### config.mk
export PLATFORM = sky130hd
export DESIGN_NAME = mult_seq
export DESIGN_NICKNAME = d
export VERILOG_FILES = /design/src/rtl/mult_pkg.sv /design/src/rtl/mult_seq.sv
export SDC_FILE = /design/constraint.sdc
export NUM_CORES = 1
export LEC_CHECK = 0
export ABC_AREA = 0
export CORE_MARGIN = 8
export CORE_UTILIZATION = 50
export CTS_CLUSTER_DIAMETER = 200
export DETAILED_ROUTE_END_ITERATION = 16
export DONT_BUFFER_PORTS = 1
export PLACE_DENSITY = 0.65
export RECOVER_POWER = 25
export SYNTH_ARGS = -nofsm -noshare
export SYNTH_HDL_FRONTEND = slang
export SYNTH_SLANG_ARGS = --single-unit
### constraint.sdc
create_clock -name Clock -period 4.35 [get_ports Clock]
set_clock_uncertainty 0.2 [all_clocks]
set_input_delay 0.2175 -clock Clock [delete_from_list [all_inputs] [get_ports Clock]]
set_output_delay 0.2175 -clock Clock [all_outputs]
set_load 0.005 [all_outputs]
### src/rtl/mult_pkg.sv
// Shared types and helpers for the sequential shift-add multiply-accumulate unit.
// Holds the FSM state encoding, counter sizing and operand magnitude function.
package mult_pkg;

  typedef enum logic [1:0] {IDLE, CALC, FINISH} mult_state_t;

  // Widest operand the magnitude helper handles.
  localparam int MAG_W = 32;

  function automatic int cnt_width(input int n);
    return (n < 2) ? 1 : $clog2(n);
  endfunction

  // |x| over the low w bits of x; raw bits when signed_mode is 0.
  // The most negative value maps to 2^(w-1), which still fits in w unsigned bits.
  function automatic logic [MAG_W-1:0] mag(input logic [MAG_W-1:0] x, input int w,
                                           input logic signed_mode);
    logic [MAG_W-1:0] mask;
    logic             sbit;
    mask = (w >= MAG_W) ? '1 : ((MAG_W'(1) << w) - MAG_W'(1));
    sbit = x[5'(w - 1)];
    if (signed_mode && sbit) return (~x + MAG_W'(1)) & mask;
    return x & mask;
  endfunction

endpackage

### src/rtl/mult_seq.sv
// Radix-2 shift-add multiply-accumulate; start to done pulse is n+2 cycles (issue interval n+2).
// No queueing: start/clr_acc/operands are ignored while busy, so the controller must watch busy.
module mult_seq
  import mult_pkg::*;
#(
  parameter int n = 8
) (
  input  logic           Clock,
  input  logic           nReset,
  input  logic           start,
  input  logic           signed_mode,
  input  logic           acc_en,
  input  logic           clr_acc,
  input  logic [n-1:0]   a,
  input  logic [n-1:0]   b,
  output logic [2*n-1:0] result,
  output logic           busy,
  output logic           done,
  output logic           ovf
);

  localparam int CW = cnt_width(n);
  localparam int W2 = 2 * n;
  localparam logic [CW-1:0] CNT_LAST = CW'(n - 1);

  mult_state_t   state, state_nx;
  logic [CW-1:0] cnt;
  logic [W2-1:0] mcand;
  logic [W2-1:0] prod;
  logic [n-1:0]  mplier;
  logic          neg;
  logic          use_base;
  logic          sm_q;

  logic [W2-1:0] p;
  logic [W2-1:0] base;
  logic [W2:0]   sum;
  logic          add_ovf;

  always_comb begin
    state_nx = state;
    case (state)
      IDLE:    if (start) state_nx = CALC;
      CALC:    if (cnt == CNT_LAST) state_nx = FINISH;
      FINISH:  state_nx = IDLE;
      default: state_nx = IDLE;
    endcase
  end

  // Result is stable through CALC, so the base is read at FINISH instead of being copied at start.
  always_comb begin
    p       = neg ? (~prod + W2'(1)) : prod;
    base    = use_base ? result : '0;
    sum     = {1'b0, base} + {1'b0, p};
    add_ovf = sm_q ? ((base[W2-1] == p[W2-1]) && (sum[W2-1] != base[W2-1])) : sum[W2];
  end

  assign busy = (state != IDLE);

  always_ff @(posedge Clock) begin
    if (!nReset) begin
      state    <= IDLE;
      cnt      <= '0;
      mcand    <= '0;
      prod     <= '0;
      mplier   <= '0;
      neg      <= 1'b0;
      use_base <= 1'b0;
      sm_q     <= 1'b0;
      result   <= '0;
      done     <= 1'b0;
      ovf      <= 1'b0;
    end else begin
      state <= state_nx;
      done  <= 1'b0;
      case (state)
        IDLE: begin
          if (clr_acc) begin
            result <= '0;
            ovf    <= 1'b0;
          end
          if (start) begin
            mcand    <= W2'(mag(MAG_W'(a), n, signed_mode));
            mplier   <= n'(mag(MAG_W'(b), n, signed_mode));
            prod     <= '0;
            cnt      <= '0;
            neg      <= signed_mode & (a[n-1] ^ b[n-1]);
            use_base <= acc_en & ~clr_acc;
            sm_q     <= signed_mode;
          end
        end
        CALC: begin
          if (mplier[0]) prod <= prod + mcand;
          mcand  <= mcand << 1;
          mplier <= mplier >> 1;
          cnt    <= (cnt == CNT_LAST) ? '0 : cnt + CW'(1);
        end
        FINISH: begin
          result <= sum[W2-1:0];
          done   <= 1'b1;
          if (add_ovf) ovf <= 1'b1;
          else if (!use_base) ovf <= 1'b0;
        end
        default: ;
      endcase
    end
  end

endmodule

==> impl_metrics.tcl <==
set metrics [dict create \
    outcome "completed" \
    layout_min_cycle_time_ps 3580 \
    final-setup-viol-count 0 \
    cts_buffers 9 \
    start_util_pct 50.7 \
    cp_cell_sequence "nor3_1 > nand2_1 > or3_1 > or3_4 > nand2_1 > xnor2_1 > ha_1 > and4_4 > a31o_2 > a21oi_2 > o21ai_2 > o31a_1 > xor2_1 > a41o_1" \
    syn_area_sq_um 4340 \
    cts_tree "built" \
    syn_nets 609 \
    synthArstFlopShare_pct 0 \
    crit_path_top_delay_cell "dfxtp_1" \
    path_common_cell "nand2_1" \
    final_nets 624 \
    n_fill_cell 802 \
    layout-drive-gt1-share_pct 4.93 \
    final_hold_viol_count 0 \
    totalWireLength_microns 10500 \
    overflow 0 \
    crit_buf_inv 0 \
    relSlewSlack_pct 23.7 \
    rsz0062_at_grt "no" \
    multiInputGateArea_sq_um 2870 \
    core_sq_um 8550 \
    final_cell_area_sq_um 4790 \
    dr.pass1.iters 4 \
    cap_violations 0 \
    syn_avg_cell_area_sq_um 7.90 \
    die_h_microns 109 \
    finalSetupTns_ps 0 \
    drt_iter0_markers 186 \
    drcViolationCount 0 \
    clk_path_buf_depth 2 \
    num_rows 34 \
    crit_path_start_kind "flip-flop" \
    ys_seq_elements 66 \
    dp_hpwl_microns 7770 \
    area_delta_synth_final_pct 10.4 \
    post_drt_wl_per_cell_microns 15.6 \
    synth.area.top_cells "dfxtp_1 30%, ha_1 10%, nand2_1 6.7%" \
    holdWs_ps 34.8 \
    clk_root_buffer_cell "clkbuf_8" \
    cts_resized 0 \
    cp_top_family "simple AND/OR/NAND/NOR gates" \
    port_buffers 0 \
    crit_fanout 6 \
    worst_pin_slew_ps 1140 \
    mostFrequentLayoutCell "nand2_1" \
    vias 3872 \
    path_clk_slew_ps 70 \
    crit_type "reg -> reg" \
    min_path_type "in -> reg" \
    grt_antenna_before_repair 0 \
    grt_pass1_wl_microns 17800 \
    grtUsageTotal_pct 18.6 \
    grt_max_degree 28 \
    vias_per_cell 5.73 \
    synth_top_area_cell "dfxtp_1" \
    ys_seq_area_share_pct 30.5 \
    io_pins 41 \
    gp_congestion 0.901 \
    vdd_drop_max_uv 181 \
    seq_area_sq_um 1320 \
    slowest_delay_ps 380 \
    synth_cell_type_count 53 \
    max_freq_mhz 280 \
    critPathArrivalTime_ps 3610 \
    powerDensity_nw_per_um2 256 \
    grt_pass1_vias 3791 \
    power_leakage_nw 2.00 \
    ant_nets 0 \
    synthCells 549 \
    num_antenna_cells 0 \
    drv_slew 0 \
    die_x_microns 109 \
    numClockSinks 66 \
    worstSkewPairLatency_ps 340 \
    htreeDepth 3 \
    dpl_cell_area_sq_um 4420 \
    cp_data_required_time_ps 4390 \
    ys.flop_type "dfxtp_1" \
    fin_crit_sh_pct 82.2 \
    dieArea_sq_um 11900 \
    yosysTopAreaCellShare_pct 30.5 \
    yosys_warnings 0 \
    synth_edf_count 0 \
    setup.worst_path.end_class "flip-flop" \
    layout_common_cells "77 x nand2_1, 66 x dfxtp_1, 51 x a21oi_1, 40 x o21ai_0, 37 x nor2_1" \
]
-- power breakdown --
part	internal [mW]	total (mW)	leakage, nW	switching [mW]
Clock	0.232	0.464	0.0920	0.231
Sequential	0.619	0.635	0.535	0.0164
Combinational	0.0491	0.127	1.38	0.0777
-- worst paths after layout --
check / from / endpoint / slack (ps) / depth (start not counted)
setup reg to reg: prod[0] / ovf / 770 / 14
hold / removal: a[4] / mcand[5] / 30 / 4
hold reg to reg: mplier[0] / mplier[0] / 260 / 2
setup / recovery: prod[0] / ovf / 770 / 14
-- per-stage QoR --
| stage | utilization, % | cells | total power, mW | setup WS [ps] |
|---|---|---|---|---|
| 3_5_place_dp | 51.7 | 641 | 0.759 | 792 |
| 5_1_grt | 56.0 | 676 | 1.28 | 621 |
| 6_report | 56.0 | 676 | 1.23 | 772 |
| 4_1_cts | 56.0 | 676 | 1.23 | 773 |
| 3_3_place_gp | 51.7 | 641 | 0.757 | 875 |
| 2_1_floorplan | - | 549 | 0.733 | 1020 |
-- synth_stat cells (5+ instances only) --
| master | n |
|---|---|
| nor2_1 | 37 |
| nor3_1 | 7 |
| ha_1 | 36 |
| and2_1 | 19 |
| inv_1 | 19 |
| o21ai_0 | 40 |
| nand3_1 | 24 |
| clkbuf_1 | 15 |
| o21a_1 | 6 |
| a211oi_1 | 7 |
| dfxtp_1 | 66 |
| or3_1 | 5 |
| xnor2_1 | 26 |
| nand2_1 | 77 |
| a22oi_1 | 19 |
| o31ai_1 | 5 |
| xor2_1 | 25 |
| a21oi_1 | 51 |
| nand2b_1 | 7 |
-- final cells by class --
type | instances | share of cell area (%)
tap | 108 | 2.82
clock buffer | 12 | 3.24
inverter | 19 | 1.49
timing repair buffer | 23 | 4.57
sequential | 66 | 27.6
multi-input combinational | 445 | 60.0
clock inverter | 3 | 0.314
-- state kept, by name (all words and copies together) (netlist names) --
| signal | count |
|---|---|
| neg | 1 |
| sm_q | 1 |
| mplier | 8 |
| cnt | 3 |
| ovf | 1 |
| result | 16 |
| state | 2 |
| use_base | 1 |
| done | 1 |
| mcand | 16 |
| prod | 16 |
-- per-layer routing --
metal,global-route usage (%),part of all wire [%],up-vias,wire length [microns]
li1,-,-,1986,-
met3,4.26,5.5,18,577
met4,7.14,1.8,0,186
met5,0,0,-,0
met2,32.2,48,85,5050
met1,21.7,45,1783,4730
-- what timing repair did --
item | in CTS | in global routing
hold endpoints to repair | 23 | 0
hold buffers | 20 | 0
setup buffers | 0 | 0
-- worst register-to-register path, delay by kind of cell, from the launching register on --
kind	cells	cell delay (ps)
compound gates	5	990
xor+xnor	2	230
fa+ha+maj	1	370
flops	1	380
simple gates	6	1310
-- kinds of logic after synthesis --
family / count (synthesis) / share of synthesized area, %
flops: 66 / 30.5
fa+ha+maj: 38 / 11.3
xor+xnor: 51 / 10.3
compound gates: 163 / 23.9
buf+inv: 38 / 3.35
simple gates: 192 / 20.5
mux: 1 / 0.231
Note: power is estimated with default switching activity, not from simulation.
